[src/rtl/linreg_pkg.sv]
// ---------------------------------------------------------------------------
// linreg_pkg
// Shared definitions for the linear_regression pipeline.
//   loader_state_t  : state encoding of the sample_loader control FSM
//   ELEM_WIDTH_DEF  : default element width used across the pipeline
//   NUM_SAMPLES_DEF : default number of (x, y) sample pairs per data set
//   ONE_ELEM        : constant 1 at the default element width (X column 1)
// ---------------------------------------------------------------------------
package linreg_pkg;

  localparam int ELEM_WIDTH_DEF  = 14;
  localparam int NUM_SAMPLES_DEF = 3;

  localparam logic [ELEM_WIDTH_DEF-1:0] ONE_ELEM = 14'd1;

  typedef enum logic [2:0] {
    LOAD_X = 3'd0,
    LOAD_Y = 3'd1,
    FULL   = 3'd2,
    DONE   = 3'd3,
    ERR    = 3'd4
  } loader_state_t;

endpackage

[src/rtl/rise_detect.sv]
// ---------------------------------------------------------------------------
// rise_detect
// Rising-edge detector for a button level: one delay register plus AND.
// Ports:
//   clk  : clock
//   rst  : asynchronous active-high reset (clears the delay register)
//   sig  : input level
//   rise : high in the cycle where sig is 1 and was 0 on the previous edge
// ---------------------------------------------------------------------------
module rise_detect (
  input  logic clk,
  input  logic rst,
  input  logic sig,
  output logic rise
);

  logic sig_q_r;

  // Delay register holding the previous sampled level.
  always_ff @(posedge clk or posedge rst) begin
    if (rst) begin
      sig_q_r <= 1'b0;
    end else begin
      sig_q_r <= sig;
    end
  end

  // A level already high when reset releases still reads as an edge,
  // because the delay register comes out of reset at 0.
  assign rise = sig & ~sig_q_r;

endmodule

[src/rtl/sample_loader.sv]
// ---------------------------------------------------------------------------
// sample_loader
// Collects operator-entered (x_i, y_i) sample pairs one value at a time and
// packs them into the X design matrix (column 1 = constant 1) and y vector
// consumed by matrix_transpose / matrix_multiply.
//
// Ports:
//   clk        : clock, all logic on its rising edge
//   rst        : asynchronous active-high reset
//   enter      : button level, each rising edge captures data_in
//   input_done : button level, each rising edge confirms / aborts the set
//   data_in    : unsigned value sampled on the enter edge cycle
//   x_data     : element (2i+j) at [(2i+j)*ELEM_WIDTH +: ELEM_WIDTH],
//                j=0 -> x_i, j=1 -> constant 1
//   y_data     : y_i at [i*ELEM_WIDTH +: ELEM_WIDTH]
//   error      : fault level, held until cleared by input_done in ERR
//   ready      : one-cycle pulse after a full set is confirmed
//   count      : number of complete pairs captured
//
// Build option:
//   SAMPLE_LOADER_RANGE_CHECK_EN - when defined, an entered value above
//   MAX_VALUE in LOAD_X / LOAD_Y is not stored and raises error.
// ---------------------------------------------------------------------------
module sample_loader
  import linreg_pkg::*;
#(
  parameter int ELEM_WIDTH  = ELEM_WIDTH_DEF,
  parameter int NUM_SAMPLES = NUM_SAMPLES_DEF,
  parameter int MAX_VALUE   = 99
) (
  input  logic                                clk,
  input  logic                                rst,
  input  logic                                enter,
  input  logic                                input_done,
  input  logic [ELEM_WIDTH-1:0]               data_in,
  output logic [NUM_SAMPLES*2*ELEM_WIDTH-1:0] x_data,
  output logic [NUM_SAMPLES*ELEM_WIDTH-1:0]   y_data,
  output logic                                error,
  output logic                                ready,
  output logic [$clog2(NUM_SAMPLES+1)-1:0]    count
);

  localparam int CW = $clog2(NUM_SAMPLES + 1);

  localparam logic [CW-1:0]         FULL_COUNT = CW'(NUM_SAMPLES);
  localparam logic [CW-1:0]         ONE_COUNT  = CW'(1);
  localparam logic [CW-1:0]         ZERO_COUNT = CW'(0);
  localparam logic [ELEM_WIDTH-1:0] ONE_VAL    = ELEM_WIDTH'(ONE_ELEM);
  localparam logic [ELEM_WIDTH-1:0] MAX_ELEM   = ELEM_WIDTH'(MAX_VALUE);

`ifdef SAMPLE_LOADER_RANGE_CHECK_EN
  localparam bit RANGE_CHECK = 1'b1;
`else
  localparam bit RANGE_CHECK = 1'b0;
`endif

  logic enter_rise_s;
  logic done_rise_s;
  logic over_range_s;

  loader_state_t state_r;
  loader_state_t state_nxt_s;

  logic [NUM_SAMPLES*2*ELEM_WIDTH-1:0] x_data_r;
  logic [NUM_SAMPLES*ELEM_WIDTH-1:0]   y_data_r;
  logic [CW-1:0]                       count_r;
  logic                                error_r;
  logic                                ready_r;

  // Datapath control strobes decoded from the FSM.
  logic          wr_x_s;
  logic          wr_y_s;
  logic          clr_data_s;
  logic          set_err_s;
  logic          clr_err_s;
  logic          ready_set_s;
  logic [CW-1:0] wr_idx_s;
  logic [CW-1:0] count_inc_s;

  rise_detect u_enter_rise (
    .clk  (clk),
    .rst  (rst),
    .sig  (enter),
    .rise (enter_rise_s)
  );

  rise_detect u_done_rise (
    .clk  (clk),
    .rst  (rst),
    .sig  (input_done),
    .rise (done_rise_s)
  );

  // The comparison disappears in builds without the range check.
  assign over_range_s = RANGE_CHECK && (data_in > MAX_ELEM);
  assign count_inc_s  = count_r + ONE_COUNT;

  // FSM state register.
  always_ff @(posedge clk or posedge rst) begin
    if (rst) begin
      state_r <= LOAD_X;
    end else begin
      state_r <= state_nxt_s;
    end
  end

  // FSM next-state logic; an input_done edge always wins over an enter edge.
  always_comb begin
    state_nxt_s = state_r;
    case (state_r)
      LOAD_X: begin
        if (done_rise_s) begin
          state_nxt_s = ERR;
        end else if (enter_rise_s) begin
          if (over_range_s) begin
            state_nxt_s = ERR;
          end else begin
            state_nxt_s = LOAD_Y;
          end
        end else begin
          state_nxt_s = LOAD_X;
        end
      end
      LOAD_Y: begin
        if (done_rise_s) begin
          state_nxt_s = ERR;
        end else if (enter_rise_s) begin
          if (over_range_s) begin
            state_nxt_s = ERR;
          end else if (count_inc_s == FULL_COUNT) begin
            state_nxt_s = FULL;
          end else begin
            state_nxt_s = LOAD_X;
          end
        end else begin
          state_nxt_s = LOAD_Y;
        end
      end
      FULL: begin
        if (done_rise_s) begin
          state_nxt_s = DONE;
        end else if (enter_rise_s) begin
          state_nxt_s = ERR;
        end else begin
          state_nxt_s = FULL;
        end
      end
      DONE: begin
        // A simultaneous input_done edge swallows the enter edge here too.
        if (done_rise_s) begin
          state_nxt_s = DONE;
        end else if (enter_rise_s) begin
          state_nxt_s = LOAD_Y;
        end else begin
          state_nxt_s = DONE;
        end
      end
      ERR: begin
        if (done_rise_s) begin
          state_nxt_s = LOAD_X;
        end else begin
          state_nxt_s = ERR;
        end
      end
      default: begin
        state_nxt_s = LOAD_X;
      end
    endcase
  end

  // FSM output decode: datapath strobes for the current state and edges.
  always_comb begin
    wr_x_s      = 1'b0;
    wr_y_s      = 1'b0;
    clr_data_s  = 1'b0;
    set_err_s   = 1'b0;
    clr_err_s   = 1'b0;
    ready_set_s = 1'b0;
    case (state_r)
      LOAD_X: begin
        if (done_rise_s) begin
          set_err_s = 1'b1;
        end else if (enter_rise_s) begin
          if (over_range_s) begin
            set_err_s = 1'b1;
          end else begin
            wr_x_s = 1'b1;
          end
        end else begin
          wr_x_s = 1'b0;
        end
      end
      LOAD_Y: begin
        if (done_rise_s) begin
          set_err_s = 1'b1;
        end else if (enter_rise_s) begin
          if (over_range_s) begin
            set_err_s = 1'b1;
          end else begin
            wr_y_s = 1'b1;
          end
        end else begin
          wr_y_s = 1'b0;
        end
      end
      FULL: begin
        if (done_rise_s) begin
          ready_set_s = 1'b1;
        end else if (enter_rise_s) begin
          set_err_s = 1'b1;
        end else begin
          ready_set_s = 1'b0;
        end
      end
      DONE: begin
        // New set: wipe the previous one and capture this value as x_0.
        if (done_rise_s) begin
          clr_data_s = 1'b0;
        end else if (enter_rise_s) begin
          clr_data_s = 1'b1;
          wr_x_s     = 1'b1;
        end else begin
          clr_data_s = 1'b0;
        end
      end
      ERR: begin
        if (done_rise_s) begin
          clr_err_s  = 1'b1;
          clr_data_s = 1'b1;
        end else begin
          clr_err_s = 1'b0;
        end
      end
      default: begin
        clr_data_s = 1'b0;
      end
    endcase
  end

  // Row written by an x capture; a restart from DONE always targets row 0.
  always_comb begin
    if (clr_data_s) begin
      wr_idx_s = ZERO_COUNT;
    end else begin
      wr_idx_s = count_r;
    end
  end

  // Sample storage and pair counter. Later writes in this block override
  // the clear for the row being captured in the same cycle.
  always_ff @(posedge clk or posedge rst) begin
    if (rst) begin
      x_data_r <= '0;
      y_data_r <= '0;
      count_r  <= ZERO_COUNT;
    end else begin
      if (clr_data_s) begin
        x_data_r <= '0;
        y_data_r <= '0;
        count_r  <= ZERO_COUNT;
      end
      for (int i = 0; i < NUM_SAMPLES; i++) begin
        if (wr_x_s && (CW'(i) == wr_idx_s)) begin
          x_data_r[(2*i)*ELEM_WIDTH +: ELEM_WIDTH]   <= data_in;
          x_data_r[(2*i+1)*ELEM_WIDTH +: ELEM_WIDTH] <= ONE_VAL;
        end
        if (wr_y_s && (CW'(i) == count_r)) begin
          y_data_r[i*ELEM_WIDTH +: ELEM_WIDTH] <= data_in;
        end
      end
      if (wr_y_s) begin
        count_r <= count_inc_s;
      end
    end
  end

  // Error flag and the registered ready pulse.
  always_ff @(posedge clk or posedge rst) begin
    if (rst) begin
      error_r <= 1'b0;
      ready_r <= 1'b0;
    end else begin
      if (set_err_s) begin
        error_r <= 1'b1;
      end else if (clr_err_s) begin
        error_r <= 1'b0;
      end
      ready_r <= ready_set_s;
    end
  end

  assign x_data = x_data_r;
  assign y_data = y_data_r;
  assign count  = count_r;
  assign error  = error_r;
  assign ready  = ready_r;

endmodule

[config.mk]
export PLATFORM = sky130hd
export DESIGN_NAME = sample_loader
export DESIGN_NICKNAME = d
export VERILOG_FILES = /design/src/rtl/linreg_pkg.sv /design/src/rtl/rise_detect.sv /design/src/rtl/sample_loader.sv
export SDC_FILE = /design/constraint.sdc
export NUM_CORES = 1
export LEC_CHECK = 0
export ABC_CLOCK_PERIOD_IN_PS = 3600
export CAP_MARGIN = 5
export CORE_MARGIN = 2
export CORE_UTILIZATION = 46
export CTS_BUF_LIST = sky130_fd_sc_hd__clkbuf_4 sky130_fd_sc_hd__clkbuf_8
export DETAILED_ROUTE_END_ITERATION = 8
export PLACE_DENSITY = 0.81
export SYNTH_ARGS = -nofsm -noshare
export SYNTH_HDL_FRONTEND = slang
export SYNTH_SLANG_ARGS = --single-unit
[constraint.sdc]
create_clock -name clk -period 3.6 [get_ports clk]
set_input_delay 0.54 -clock clk [delete_from_list [all_inputs] [get_ports clk]]
set_output_delay 0.54 -clock clk [all_outputs]
set_load 0.05 [all_outputs]
* Yosys cells after proc, flatten, opt, wreduce, memory -nomap -nowiden
Cells that the tools add are included.
** Word-level totals
- Register bits :: 135
- Bits of input ports :: 18
** Operators by class
- Add/sub/neg operators :: 1
- Equality and inequality tests :: 9
- Multiplexer cells :: 32
- Bitwise operators :: 4
- Reductions and logical operators :: 18
** Operators by type and width (number)
- two-way mux 28 bit :: 3
- two-way mux 84 bit :: 1
- two-way mux 14 bit :: 3
- two-way mux 42 bit :: 1
- two-way mux 3 bit :: 6
- case mux 3 bit (5 select lines) :: 1
- nonzero test 2 bit :: 7
- two-way mux 1 bit :: 10
- two-way mux 2 bit :: 5
- equality test 3 x 2 -> 1 bit (second input constant) :: 2
- logical AND 1 bit :: 6
- equality test 1 x 2 -> 1 bit (first input constant) :: 2
- equality test 2 bit (first input constant) :: 2
- zero test 2 bit :: 2
- case mux 1 bit (2 select lines) :: 2
- OR reduction 2 bit :: 2
- equality test 3 x 1 -> 1 bit (second input constant) :: 1
- equality test 3 bit (second input constant) :: 1
- zero test 3 bit :: 1
- adder 2 x 1 -> 2 bit (second input constant) :: 1
- AND 1 bit :: 2
- equality test 2 bit (second input constant) :: 1
- inverter 1 bit :: 2

* Longest topological paths before layout
Gate-level depths: netlist of the first run.
- Depth in word-level cells :: 9
- Gate-level depth with buffers :: 7
- Gate-level depth less buffers :: 5

* Modules after synthesis
A second synthesis of the first run with hierarchy kept.
** Unflattened totals
- Cells, all modules :: 418
- Area total of the unflattened synthesis :: 4339.2 sq um
** By module, submodules not included
- sample_loader :: instances 1, cells each 412, area an instance 4254.1 sq um
- rise_detect :: instances 2, cells each 3, area an instance 42.5 sq um

* Least setup slack after synthesis of the first run
Ideal clock, no wire load.
- Path type :: register to register
- Start :: register count_r[0] (netlist: count[0])
- End :: register x_data_r[0] (netlist: x_data[0])
- Library setup time :: 0.121 ns
- Arrival :: 2.047 ns
- Required time :: 3.479 ns
- Path slack :: 1.431 ns
- Stages on the path, launching flop included :: 6
- Buffers on the path :: 1
- Period minus slack after synthesis :: 2.169 ns
- Cells stage by stage :: dfrtp_1 or4_1 a211oi_2 nor3_2 buf_2 a22o_1
** Between the ends
- Longest elaborated chain between the ends :: 4
- Elaborated cells between the ends (all ways) :: 5
- Those cells by class :: 2 x mux; 3 x reduce/logical
** RTL lines
- start, declared :: RTL line sample_loader.sv:66 : logic [CW-1:0] count_r;
- start signal, assigned :: RTL line sample_loader.sv:272 : count_r <= count_inc_s;
- two-way mux 2 bit (*) :: RTL line sample_loader.sv:242 : if (clr_data_s) begin
- zero test 2 bit (*) :: RTL line sample_loader.sv:263 : if (wr_x_s && (CW'(i) == wr_idx_s)) begin
- logical AND 1 bit (*) :: RTL line sample_loader.sv:263
- two-way mux 28 bit / nonzero test 2 bit (equally long branches)
- end signal, assigned by index :: RTL line sample_loader.sv:264 : x_data_r[(2*i)*ELEM_WIDTH +: ELEM_WIDTH] <= data_in;
- end, declared :: RTL line sample_loader.sv:64 : logic [NUM_SAMPLES*2*ELEM_WIDTH-1:0] x_data_r;
Every way passes the cells marked *; elsewhere a longest branch is shown, timed or not.
A chain may end at the register's enable or synchronous reset.

* Worst setup path in the final report of the first run
- Start :: input port enter
- End :: register y_data_r[5] (netlist: y_data[5])
** Between the ends
- Longest elaborated chain between the ends :: 6
- Elaborated cells between the ends (all ways) :: 8
- Those cells by class :: 5 x mux; 1 x bitwise; 2 x reduce/logical
** RTL lines
- start, declared :: RTL line sample_loader.sv:33 : input logic enter,
- AND 1 bit (*) :: RTL line rise_detect.sv:30 : assign rise = sig & ~sig_q_r;
- two-way mux 1 bit (*) :: RTL line sample_loader.sv:196 : end else if (enter_rise_s) begin
- two-way mux 1 bit (*)
- two-way mux 1 bit :: RTL line sample_loader.sv:179 : case (state_r)
- logical AND 1 bit :: RTL line sample_loader.sv:267 : if (wr_y_s && (CW'(i) == count_r)) begin
- two-way mux 14 bit / nonzero test 2 bit (equally long branches)
- end signal, assigned by index :: RTL line sample_loader.sv:268 : y_data_r[i*ELEM_WIDTH +: ELEM_WIDTH] <= data_in;
- end, declared :: RTL line sample_loader.sv:65 : logic [NUM_SAMPLES*ELEM_WIDTH-1:0] y_data_r;
Marked as above.

==> results of run 1 <==
## synth_stat cells (3+ instances only)
cell | count | area (um^2)
clkbuf_1 | 3 | 11.26
ha_1 | 4 | 50.05
buf_2 | 12 | 60.06
nand2b_1 | 5 | 31.28
inv_1 | 3 | 11.26
a21oi_1 | 3 | 15.01
nor3_1 | 4 | 20.02
buf_4 | 40 | 300.3
nor3_2 | 3 | 30.03
and4bb_2 | 3 | 37.54
nand2_1 | 4 | 15.01
a22o_1 | 85 | 744.5
a21o_1 | 3 | 22.52
dfrtp_1 | 96 | 2402
nor2b_1 | 3 | 18.77
## per-stage QoR
stage                     worst slack [ps]  util [%]  cell area (um^2)  hold WS (ps)
after detailed placement             651.1     60.64              5007         481.9
after floorplan                      554.6         -              4096         483.5
after global placement               703.5     60.64              5007         460.9
after CTS                             1014     63.33              5230         503.8
after global routing                 885.6     63.33              5230         521.5
final                                997.2     63.33              5230         490.1
## how the worst min path moves through the flow
stage                       to  depth (start not counted)       start
floorplan           state_r[1]                          1  state_r[2]
detailed placement  x_data[62]                          1  x_data[62]
finish              x_data[14]                          1  x_data[14]
global placement    x_data[14]                          1  x_data[14]
CTS                 x_data[14]                          1  x_data[14]
global route        x_data[39]                          1  x_data[39]
## cells by family after synthesis
logic type	Yosys count	share of synthesized area, %
muxes	2	0.5696
adders and majority gates	4	1.266
AOI/OAI and AO/OA	95	20.57
DFF	96	60.76
buffers and inverters	58	9.684
and+or+nand+nor	35	7.058
other	1	0.09485
## layer usage
| layer | up-vias | global-route usage, % | routed length (um) |
|---|---|---|---|
| met5 | - | 0 | 0 |
| met4 | 0 | 8.126 | 186 |
| met3 | 11 | 4.913 | 774 |
| met2 | 143 | 34.13 | 4821 |
| met1 | 1395 | 29.00 | 4186 |
| li1 | 1226 | - | - |
## final cells by class
type | instances | area [um^2]
inverter | 3 | 13.76
clock inverter | 6 | 85.08
fill | 615 | 3028
multi-input combinational | 175 | 1326
clock buffer | 10 | 137.6
timing repair buffer | 115 | 1134
sequential | 96 | 2402
tap | 105 | 131.4
## placed cells by master (no fill, tap or decap), types with 2 or more instances in the layout
| cell | netlist | routed |
|---|---|---|
| clkdlybuf4s50_1 | 0 | 108 |
| dfrtp_1 | 96 | 96 |
| a22o_1 | 85 | 85 |
| conb_1 | 1 | 39 |
| clkbuf_8 | 0 | 10 |
| buf_4 | 40 | 7 |
| nor3_2 | 3 | 6 |
| nand2b_1 | 5 | 5 |
| nand2_1 | 4 | 4 |
| ha_1 | 4 | 4 |
| nor2b_1 | 3 | 3 |
| and4bb_2 | 3 | 3 |
| a21oi_1 | 3 | 3 |
| a21o_1 | 3 | 3 |
| nor2_1 | 2 | 2 |
| o21ai_0 | 2 | 2 |
| nor4_4 | 2 | 2 |
| inv_1 | 3 | 2 |
| mux2_2 | 2 | 2 |
| inv_8 | 0 | 2 |
## power by group through the flow
stage	registers (mW)	logic [mW]	clock network, mW
global route	1.55	2.09	0.812
floorplan	2.42	0.468	0
CTS	1.52	2.03	0.779
detailed placement	1.54	2.02	0
finish	1.53	2.02	0.767
global placement	1.54	1.98	0
## flip-flops by register name, summed over array words and instances (netlist names)
name                  cells
count                     2
error                     1
ready                     1
state_r                   3
u_done_rise.sig_q_r       1
u_enter_rise.sig_q_r      1
x_data                   45
y_data                   42
==> qor.yml, run 1 <==
drt_iter0_markers: 150
grt_first_pass_wirelength_mm: 15.76
max-clock-path-buffers: 2
crit_cells: 5
grt_pass1_vias: 2813
die_w_um: 96.71
finalMaxSlewViolations: 0
path_class: "in2reg"
grt_max_degree: 97
drive_above_1_share_pct: 10.12
port_buffers: 108
swShare_pct: 45.25
reg2reg_slack_ps: 1150
drc: 0
startpoint_type: "input pin"
fp.dieArea_um2: 9353
ctsResizeCount: 0
cp_slowest_cell: "nor3_2"
cp-startpoint: "enter"
stdcell_count: 510
clock-skew-final_ps: 9.663
status: "complete, no violations"
p_clk_share_pct: 17.8
area_delta_synth_final_pct: 32.28
hold_viol_final: 0
cp-endpoint: "y_data[5]"
clock-sinks: 96
core_um2: 8258
synth_async_sr_flop_share_pct: 100.0
cp_num_buf_inv: 1
crit_arrival_ps: 2890
post_drt_wl_per_cell_um: 19.55
cp_cell_sequence: "clkdlybuf4s50_1, or3b_1, and4bb_2, nor3_2, a22o_1"
globalplace.congestion: 0.7849
routed_wl_mm: 9.968
synth-seq-cells: 96
hp-class: "reg2reg"
p_int_mw: 2.363
yosysUniqueCellTypes: 31
vias: 2775
cts_setup_buffers: 0
synth-edff-count: 0
yosysWarnings: 0
die_y_um: 96.71
drtAntennaViolNets: 0
grt_use_total_pct: 21.49
fmax_mhz: 384.2
root_buffer: "clkbuf_8"
cap_viol_max_count: 0
crit_family: "simple AND/OR/NAND/NOR gates"
clk_pin_slew_ps: 90
io_pins: 148
finalSetupViolCount: 0
cts_tree: "done"
cts_htree_levels: 3
initial_utilization_pct: 47.88
p_leak_nw: 2.423
hold_buffers: 0
synthFlopType: "dfrtp_1"
rr_worst_depth: 4
rsz0062_at_grt: "no"
worst_pin_slew_ps: 1131
post-route-period-util_pct: 72.30
nNetsFinal: 422
grt_overflow: 0
peakVddDrop_mv: 0.4402
combPwrFrac_pct: 46.9
n_antenna_cell: 0
dpl.cell_count: 494
min_period_ps: 2603
powerDensity_nw_per_um2: 825.4
dpl.hpwl_mm: 6.978
r2r_end: "y_data[5]"
antenna_found_initial: 0
power_mw: 4.317
syn_area_um2: 3954
cp_max_fo: 15
required_ps: 3890
insertion_delay_ps: 360
synth-seq-area-share_pct: 60.76
netlist_instances: 291
avgSynthCellArea_um2: 13.59
num_rows: 33
power_frac_seq_pct: 35.3
setup_tns_ps: 0
vias_per_cell: 5.441
max_stage_delay_ps: 810
cts_buffers: 9
worstReg2RegStart: "state_r[2]"
p_sw_mw: 1.953
first_pass_iters: 4
slew-limit-headroom_pct: 24.57
critPathCaptureType: "flip-flop"
No activity file was read; power rests on OpenSTA's default activity.
==> run 2, diff against run 1 <==
Settings changed: ABC_CLOCK_PERIOD_IN_PS 3600 to 2100, CORE_UTILIZATION 46 to 41, PLACE_DENSITY 0.81 to 0.76.
Clock period 3.6 ns to 2.1 ns, I/O delays scaled along.
==> qor.yml, run 2 (synthesis gave the netlist of run 1 again) <==
status: "complete, no violations"  # unchanged
drt_iter0_markers: 132  # was 150
clock-skew-final_ps: 12.62  # was 9.663 ps
vias_per_cell: 5.233  # was 5.441
worst_slack_ps: 77.40  # was 997.2 ps
drtAntennaViolNets: 0  # unchanged
io_pins: 148  # unchanged
insertion_delay_ps: 370  # was 360 ps
cap_viol_max_count: 0  # unchanged
port_buffers: 108  # unchanged
max-clock-path-buffers: 2  # unchanged
finalSetupViolCount: 0  # unchanged
area_delta_synth_final_pct: 37.15  # was 32.28%
finalMaxSlewViolations: 0  # unchanged
fin_area_um2: 5423  # was 5230 um^2
layout_common_cells: "clkdlybuf4s50_1, dfrtp_1, a22o_1"  # unchanged
use_met3_pct: 7.250  # was 4.913%
core_um2: 9284  # was 8258 um^2
die_y_um: 102.2  # was 96.71 um
drive_above_1_share_pct: 12.98  # was 10.12%
required_ps: 2400  # was 3890 ps
post-route-period-util_pct: 96.31
layout_commonest_cell: "clkdlybuf4s50_1"  # unchanged
powerDensity_nw_per_um2: 1355  # was 825.4 nW/um^2
grt_first_pass_wirelength_mm: 15.79  # was 15.76 mm
critPathCaptureType: "flip-flop"  # unchanged
place_area_um2: 5134  # was 5007 um^2
die_w_um: 102.2  # was 96.71 um
startpoint_type: "input pin"  # unchanged
fmax_mhz: 494.4
antenna_found_initial: 0  # unchanged
crit_arrival_ps: 2320  # was 2890 ps
cts_tree: "done"  # unchanged
slew-limit-headroom_pct: 57.84  # was 24.57%
initial_utilization_pct: 42.59  # was 47.88%
min_period_ps: 2023
grt_pass1_vias: 2848  # was 2813
hp-class: "in2async"  # was reg2reg
worst_pin_slew_ps: 630.4  # was 1131 ps
root_buffer: "clkbuf_8"  # unchanged
path_class: "in2reg"  # unchanged
grt_most_used_layer: "met2"  # unchanged
clk_pin_slew_ps: 90  # about the same
grt_util_met1_pct: 26.77  # was 29.00%
grt_max_degree: 51  # was 97
vias: 2852  # was 2775
n_antenna_cell: 0  # unchanged
grt_overflow: 0  # unchanged
nNetsFinal: 434  # was 422
cp_max_fo: 15  # unchanged
largest_reg_flops: 45  # unchanged
drc: 0  # unchanged
routed_wl_mm: 10.35  # was 9.968 mm
peakVddDrop_mv: 0.9376  # was 0.4402 mV
cts_htree_levels: 3  # unchanged
fp.dieArea_um2: 10440  # was 9353 um^2
clock-sinks: 96  # unchanged
first_pass_iters: 4  # unchanged
post_drt_wl_per_cell_um: 18.98  # was 19.55 um
p_leak_nw: 2.510  # was 2.423 nW
use_met2_pct: 30.82  # was 34.13%
globalplace.congestion: 0.8821  # was 0.7849
cts_buffers: 9  # unchanged
hold_viol_final: 0  # unchanged
dpl.hpwl_mm: 7.299  # was 6.978 mm
grt_use_total_pct: 20.35  # was 21.49%
num_rows: 35  # was 33
dpl_worst_slack_ps: -557.2  # was 651.1 ps
power_mw: 7.348  # was 4.317 mW
[run 2: timing repair]
action | CTS | global route
endpoints found under the setup margin | 35 | 19
pin swaps | 0 | 2
hold buffers | 0 | 0
endpoints found under the hold margin | 0 | 0
gates resized for setup | 5 | 1
setup buffers | 0 | 3
[run 2: through the flow]
step	hold slack (ps)	cells	util, %	setup TNS, ps
3_3_place_gp	473.2	527	55.30	-33020
5_1_grt	374.9	545	58.41	-27.04
2_1_floorplan	346.4	329	-	0
6_report	340.1	545	58.41	0
3_5_place_dp	481.1	527	55.30	-33890
4_1_cts	346.6	542	57.83	-14.28
[run 2: critical path, stage by stage]
cell	delay, ps
clkdlybuf4s50_1	500
or3b_1	460
buf_4	210
nor4_4	330
buf_4	310
a22o_1	190
[run 2: final cells by class]
| class | instances | area (um^2) |
|---|---|---|
| inverter | 3 | 15.01 |
| clock buffer | 10 | 137.6 |
| clock inverter | 5 | 66.31 |
| tap | 129 | 161.4 |
| timing repair buffer | 127 | 1274 |
| sequential | 96 | 2405 |
| multi-input combinational | 175 | 1364 |
| fill | 750 | 3861 |
[run 2: worst paths after layout]
check                           startpoint                   end  slack (ps)  depth (start not counted)
worst max register to register  state_r[2]            x_data[65]         120                          5
min in group clk                     enter  u_enter_rise.sig_q_r         460                          1
worst min register to register  x_data[14]            x_data[14]         500                          1
worst max-delay path                 enter            x_data[65]          80                          6
worst min-delay path                   rst             x_data[0]         340                          2
max in group asynchronous              rst            x_data[31]        1160                          3
[run 2: routing by layer]
metal  vias to the layer above  part of all wire [%]
met5                         -                     0
met4                         0                   1.8
met3                        15                    10
met2                       141                    46
met1                      1450                    42
li1                       1246                     -
[run 2: power breakdown]
part | leakage, nW | switching [mW] | internal (mW)
registers | 1.30 | 0.327 | 2.30
clock network | 0.100 | 0.651 | 0.589
logic | 1.11 | 2.31 | 1.17
total | 2.51 | 3.29 | 4.06
